===== src/rtl/pwm_pkg.sv =====
// Shared definitions for the complementary PWM dead-time stage: FSM state
// encoding, minimum dead time and default counter width.
package pwm_pkg;

  typedef enum logic [2:0] {
    LS_ON  = 3'd0,
    DEAD_R = 3'd1,
    HS_ON  = 3'd2,
    DEAD_F = 3'd3,
    FLT    = 3'd4
  } state_t;

  localparam int DT_MIN       = 1;
  localparam int DT_W_DEFAULT = 4;

  function automatic logic is_dead(input state_t s);
    return (s == DEAD_R) || (s == DEAD_F);
  endfunction

endpackage


===== src/rtl/deadtime_counter.sv =====
// Loadable dead-time down-counter. A load of value V starts the count at
// max(V, DT_MIN) - 1; zero flags the last cycle of the dead interval.
module deadtime_counter
  import pwm_pkg::*;
#(
  parameter int DT_W = DT_W_DEFAULT
) (
  input  logic            clk,
  input  logic            load,
  input  logic [DT_W-1:0] load_value,
  input  logic            enable,
  output logic            zero
);

  logic [DT_W-1:0] count;

  // NOTE: no reset here on purpose; the parent asserts load during its reset,
  // which initialises the count from the current dead-time setting.
  always_ff @(posedge clk) begin
    if (load) begin
      count <= (load_value < DT_W'(DT_MIN)) ? '0 : load_value - DT_W'(DT_MIN);
    end else if (enable && !zero) begin
      count <= count - 1'b1;
    end
  end

  assign zero = (count == '0);

endmodule


===== src/rtl/pwm_deadtime.sv =====
// Half-bridge gate driver: turns PWM_IN into HS_OUT/LS_OUT with programmable
// dead time. Define PWMDT_FAULT_EN to build the latched fault shutdown.
module pwm_deadtime
  import pwm_pkg::*;
#(
  parameter int DT_W = DT_W_DEFAULT
) (
  input  logic            CLK,
  input  logic            RST,
  input  logic            PWM_IN,
  input  logic [DT_W-1:0] DEAD,
  input  logic            FAULT,
  input  logic            FAULT_CLR,
  output logic            HS_OUT,
  output logic            LS_OUT,
  output logic            FAULTED
);

  state_t state;
  state_t state_next;
  logic   cnt_zero;
  logic   cnt_load;
  logic   cnt_en;

  // NOTE: state_next gets its default before the case so every path assigns it
  // and no latch is inferred.
  always_comb begin
    state_next = state;
    case (state)
      LS_ON:  if (PWM_IN) state_next = DEAD_R;
      // Aborting a rising dead interval is safe: HS was never switched on.
      DEAD_R: begin
        if (!PWM_IN)       state_next = LS_ON;
        else if (cnt_zero) state_next = HS_ON;
      end
      HS_ON:  if (!PWM_IN) state_next = DEAD_F;
      DEAD_F: begin
        if (PWM_IN)        state_next = HS_ON;
        else if (cnt_zero) state_next = LS_ON;
      end
`ifdef PWMDT_FAULT_EN
      FLT:    if (!FAULT && FAULT_CLR) state_next = DEAD_F;
`endif
      default: state_next = DEAD_F;
    endcase
`ifdef PWMDT_FAULT_EN
    if (FAULT) state_next = FLT;
`endif
  end

  // Fresh count on every entry into a dead state, and during reset.
  assign cnt_load = RST || (is_dead(state_next) && (state_next != state));
  assign cnt_en   = is_dead(state);

  deadtime_counter #(.DT_W(DT_W)) u_counter (
    .clk        (CLK),
    .load       (cnt_load),
    .load_value (DEAD),
    .enable     (cnt_en),
    .zero       (cnt_zero)
  );

  // NOTE: sequential state uses non-blocking assignments so every register
  // samples the pre-edge values regardless of statement order.
  always_ff @(posedge CLK) begin
    if (RST) begin
      state  <= DEAD_F;
      HS_OUT <= 1'b0;
      LS_OUT <= 1'b0;
    end else begin
      state  <= state_next;
      HS_OUT <= (state_next == HS_ON);
      LS_OUT <= (state_next == LS_ON);
    end
  end

`ifdef PWMDT_FAULT_EN
  always_ff @(posedge CLK) begin
    if (RST) FAULTED <= 1'b0;
    else     FAULTED <= (state_next == FLT);
  end
`else
  logic unused_fault_inputs;
  assign unused_fault_inputs = FAULT ^ FAULT_CLR;
  assign FAULTED             = 1'b0;
`endif

endmodule


===== config.mk =====
export PLATFORM = sky130hd
export DESIGN_NAME = pwm_deadtime
export DESIGN_NICKNAME = d
export VERILOG_FILES = /design/src/rtl/pwm_pkg.sv /design/src/rtl/deadtime_counter.sv /design/src/rtl/pwm_deadtime.sv
export SDC_FILE = /design/constraint.sdc
export NUM_CORES = 1
export LEC_CHECK = 0
export CORE_AREA = 2 2 39 41
export DETAILED_ROUTE_END_ITERATION = 8
export DIE_AREA = 0 0 41 43
export HOLD_SLACK_MARGIN = 0.12
export SLEW_MARGIN = 20
export SYNTH_ARGS = -nofsm -noshare
export SYNTH_HDL_FRONTEND = slang
export SYNTH_SLANG_ARGS = --single-unit

===== constraint.sdc =====
create_clock -name CLK -period 1.9 [get_ports CLK]
set_input_delay 0.285 -clock CLK [delete_from_list [all_inputs] [get_ports CLK]]
set_output_delay 0.285 -clock CLK [all_outputs]
set_load 0.05 [all_outputs]

* Word level (Yosys, flattened, before mapping)
Index checks and enable logic that the tools add are counted.
W data, S select, Z words.
** Word-level totals
- Register bits :: 9
- Output and inout port bits :: 3
- Input port bits :: 9
- Logic and storage cells :: 34
** Operators by class
- $add $sub $neg :: 2
- Reduce and logical (&&, ||, !) cells :: 10
- Equal/unequal tests :: 7
- $lt $le $gt $ge :: 1
- Multiplexer cells :: 10
** Operators with widths (count)
- $mux W3 :: 6
- $eq A3 B2 Y1 const B :: 4
- $mux W4 :: 3
- $pmux W3 S4 :: 1
- $sub A4 B1 Y4 const B :: 2
- $eq A3 B1 Y1 const B :: 2
- $logic_not A3 Y1 :: 2
- $logic_not A4 Y1 :: 1
- $lt A4 B1 Y1 const B :: 1
- $logic_or A1 B1 Y1 :: 3
- $ne A3 B3 Y1 :: 1
- $logic_and A1 B1 Y1 :: 2
- $reduce_bool A2 Y1 :: 1
- $logic_not A1 Y1 :: 1

* Depth between registers and ports, before layout
- Depth after elaboration :: 9
- Mapped depth :: 5
- Mapped depth without buffers :: 5

* Hierarchy
A second synthesis with hierarchy kept.
** Second synthesis, totals
- Cell total of the unflattened synthesis :: 48
- Area total of the unflattened synthesis :: 486.7 um2
** By module, submodules not included
- deadtime_counter :: instances 1, cells each 30, area each 301.5 um2, seq. area each 120.1 um2
- pwm_deadtime :: instances 1, cells each 18, area each 185.2 um2, seq. area each 100.1 um2

* Worst setup path after synthesis
Ideal clock, no wire load.
- Path type :: register to register
- Start point :: register u_counter.count[0]
- End point :: register state[1]
- Library setup time :: 115 ps
- Clock period less this slack :: 1273 ps
- Stages on the path, launching flop included :: 6
- Slack :: 627 ps
- Data required time :: 1785 ps
- Path buffers :: 0
- Arrival time :: 1159 ps
- Cells stage by stage :: edfxtp_1 -> inv_1 -> ha_1 -> and4bb_2 -> o21ai_0 -> a21o_2
** Between the ends
- Word-level cells in the longest chain between the ends :: 4
- Elaborated cells between the ends (all ways) :: 6
- Classes of those cells :: mux (5); reduce/logical (1)
** RTL lines
- start, declared :: line deadtime_counter.sv:15 : logic [DT_W-1:0] count;
- start signal, assigned :: line deadtime_counter.sv:21 : count <= (load_value < DT_W'(DT_MIN)) ? '0 : load_value - DT_W'(DT_MIN);
- start signal, assigned :: line deadtime_counter.sv:23 : count <= count - 1'b1;
- $logic_not A4 Y1 (*) :: line deadtime_counter.sv:27 : assign zero = (count == '0);
- $mux W3, on equally long branches :: line pwm_deadtime.sv:39, pwm_deadtime.sv:34
- $mux W3, on equally long branches :: line pwm_deadtime.sv:38, pwm_deadtime.sv:33
- $pmux W3 S4 (*) :: line pwm_deadtime.sv:29 : case (state)
- end signal, assigned :: line pwm_deadtime.sv:71 : state <= state_next;
- end, declared :: line pwm_deadtime.sv:19 : state_t state;
Every way passes the cells marked *; elsewhere a longest branch is shown, timed or not.
A chain may end at the register's enable or synchronous reset.

* Worst setup path in the final report
- Start point :: register HS_OUT
- End point :: output HS_OUT
** RTL lines
- start, declared :: line pwm_deadtime.sv:14 : output logic HS_OUT,
- start signal, assigned :: line pwm_deadtime.sv:72 : HS_OUT <= (state_next == HS_ON);
No word-level cell between the ends.

==> summary.md <==
| Metric | Value |
|---|---|
| Final Power | `0.482 mW` |
| Pwr per Cell Area | `780 nW/µm²` |
| GP Congestion | `0.652` |
| Outcome | `completed` |
| Setup TNS | `0 ns` |
| CP Launch Type | `flop` |
| Slowest CP cell | `clkdlybuf4s50_1` |
| Num CTS Buffers | `3` |
| CP Data Arrival Time | `1.36 ns` |
| Area leader, netlist | `edfxtp_1` |
| Synth warn | `0` |
| Final worst path period need | `~1.6 ns` |
| Largest stage delay on the critical path | `0.79 ns` |
| Synth area leaders | `edfxtp_1 (25%), dfxtp_1 (21%), mux2i_1 (8.2%), xnor2_1 (5.4%), ha_1 (5.1%)` |
| Drt total wl | `between 700 and 800 µm` |
| Final Hold Vio Count | `0` |
| Largest net degree at the start of global routing | `6` |
| DIE AREA | `1760 µm²` |
| Seq/Total Area, Yosys | `45.1%` |
| Initial antenna violation count | `0` |
| Critical-path cell list | `clkdlybuf4s50_1` |
| Number of I/O pins | `12` |
| Die Ht | `43 µm` |
| Syn Area/Cell | `10.6 µm²` |
| CP Class | `flop to output pin` |
| Post-route clock period utilization | `approximately 87%` |
| Routed length per instance | `between 10 and 15 µm` |
| Num rows | `14` |
| Maxcap violations | `0` |
| Core ar. | `1380 µm²` |
| Synth-to-Final Area Change | `26.7%` |
| Remaining antenna violation count | `0` |
| Antenna fix cells | `0` |
| GRT Total Usage | `10.9%` |
| Routed vias/inst | `4.56` |
| Root Buffer Master | `clkbuf_4` |
| Count of final setup violators | `0` |
| Mapped Area | `between 400 and 500 µm²` |
| Crit path max fanout | `1` |
| Drt pass-1 iters | `1` |
| Clock Tree Buf Depth | `2` |
| 1st-iter DRT viols | `0` |
| Unrepaired setup endpoints after global routing | `no` |
| Buffer and inverter count on the worst path | `1` |
| Vias in the first global route | `328` |
| Htree depth | `1` |
| Number of gates resized after CTS | `0` |
| Max Clock Skew | `0.000668 ns` |
| Cell family with most CP delay | `buffers and inverters` |
| Input/output buffers | `8` |
| Fmax | `608 MHz` |
| Drt drc | `0` |
| Post-CTS Setup Bufs | `0` |
| Share of cells above drive strength 1 | `18.6%` |
| Leak Pwr | `0.280 nW` |
| Max VDD drop | `0.377 mV` |
| First-pass GRT wire length | `1260 µm` |
| Clock tree from TritonCTS | `yes` |
| Clock sink count | `9` |
| Critical Path RT | `roughly 1.6 ns` |
| Syn Inst Count | `46` |
| Placed Cells | `just over 70` |
| CP endpoint kind | `output pin` |
| Min-delay src | `state[1]` |
| Reg-to-Reg Start | `u_counter.count[0]` |
| Min-Delay Path Class | `flop to flop` |
| Yosys cell types | `21` |
| Via Count | `~340` |
| Die X | `41 µm` |
| Share of Yosys cell area claimed by the top area cell type | `24.6%` |
| Worst-skew pair later-pin latency | `0.25 ns` |
| CP startpoint | `HS_OUT` |
| Post-DP HPWL | `619 µm` |
| Layout net count | `just over 70` |
| Post-cts hold buffer count | `0` |
| Fin cells | `between 70 and 80` |
| Grt total ovfl | `0` |
| Starting Density | `a little over a third` |
| Reg clk slew, reported paths | `0.06 ns` |
| Seq cells post-synth | `9` |
| Fin. max-slew vios | `0` |
| # fillers | `132` |
## worst paths after layout
kind                    to  slack [ns]  cells after the start
hold / removal      HS_OUT        0.55                      1
setup reg to reg  state[1]        0.51                      5
hold reg to reg     HS_OUT        0.55                      1
setup / recovery    HS_OUT        0.26                      1
## cell usage after synthesis
| cell | n |
|---|---|
| o21ai_4 | 1 |
| inv_1 | 6 |
| buf_4 | 1 |
| mux2_2 | 1 |
| a21o_2 | 1 |
| mux2i_1 | 4 |
| o211a_1 | 1 |
| mux2_4 | 1 |
| ha_1 | 2 |
| nor3b_1 | 1 |
| edfxtp_1 | 4 |
| nand2_1 | 2 |
| dfxtp_1 | 5 |
| nor2_1 | 5 |
| xnor2_1 | 3 |
| o21ai_0 | 2 |
| conb_1 | 1 |
| or2_2 | 1 |
| nor3_1 | 2 |
| a31o_2 | 1 |
| and4bb_2 | 1 |
## metrics by stage
| step | hold WS, ns | area (µm²) | utilization (%) | setup WS, ns |
|---|---|---|---|---|
| after floorplan | 0.357 | 492 | - | 0.627 |
| after global placement | 0.543 | 592 | 42.8 | 0.0571 |
| after detailed placement | 0.543 | 592 | 42.8 | 0.0620 |
| after CTS | 0.558 | 618 | 44.7 | 0.247 |
| after global routing | 0.579 | 618 | 44.7 | 0.213 |
| final | 0.553 | 618 | 44.7 | 0.255 |
## report_power, final
part           internal [mW]  total (mW)  switching, mW
combinational         0.0527      0.0987         0.0460
clock                 0.0807       0.144         0.0630
sequential             0.225       0.240         0.0144
total                  0.359       0.482          0.123
## state kept, by name, summed over array words and instances (netlist names)
name and flops:
u_counter.count 4, state 3, LS_OUT 1, HS_OUT 1
## cell type report
cell class / instances / area, µm² / share of cell area, %
multi-input combinational: 31 / 241 / 39.1
timing repair buffer: 9 / 87.6 / 14.2
tap: 16 / 20.0 / 3.24
sequential: 9 / 220 / 35.6
inverter: 6 / 22.5 / 3.64
clock buffer: 4 / 26.3 / 4.25
## cell usage in the layout, fill, tap and decap left out
cell / Yosys / layout
clkdlybuf4s50_1: 0 / 8
nand2_1: 2 / 2
conb_1: 1 / 2
mux2i_1: 4 / 4
o21ai_4: 1 / 1
buf_4: 1 / 1
edfxtp_1: 4 / 4
a31o_2: 1 / 1
dfxtp_1: 5 / 5
ha_1: 2 / 2
o21ai_0: 2 / 2
clkbuf_1: 0 / 1
xnor2_1: 3 / 3
nor3b_1: 1 / 1
and4bb_2: 1 / 1
mux2_4: 1 / 1
inv_1: 6 / 6
a21o_2: 1 / 1
or2_2: 1 / 1
o211a_1: 1 / 1
mux2_2: 1 / 1
clkbuf_4: 0 / 3
nor2_1: 5 / 5
nor3_1: 2 / 2
## routing by layer
metal,GRT usage [%],up-vias,part of all wire [%]
met4,8.00,0,0
met3,4.71,0,7.5
met2,16.3,8,48
met1,11.6,156,44
met5,0,-,0
li1,-,178,-
## logic make-up (layout without fill, tap and decap cells)
family                   Yosys count  in the layout  share of synthesized area [%]
AND/OR/NAND/NOR                   12             12                           12.8
flip-flops                         9              9                           45.1
buffers and inverters              7             19                           6.15
AO/OA/AOI/OAI                      6              6                           11.0
multiplexers                       6              6                           13.6
XOR/XNOR                           3              3                           5.39
adder cells (fa/ha/maj)            2              2                           5.13
other                              1              2                          0.768
No activity file was read; power rests on OpenSTA's default activity.
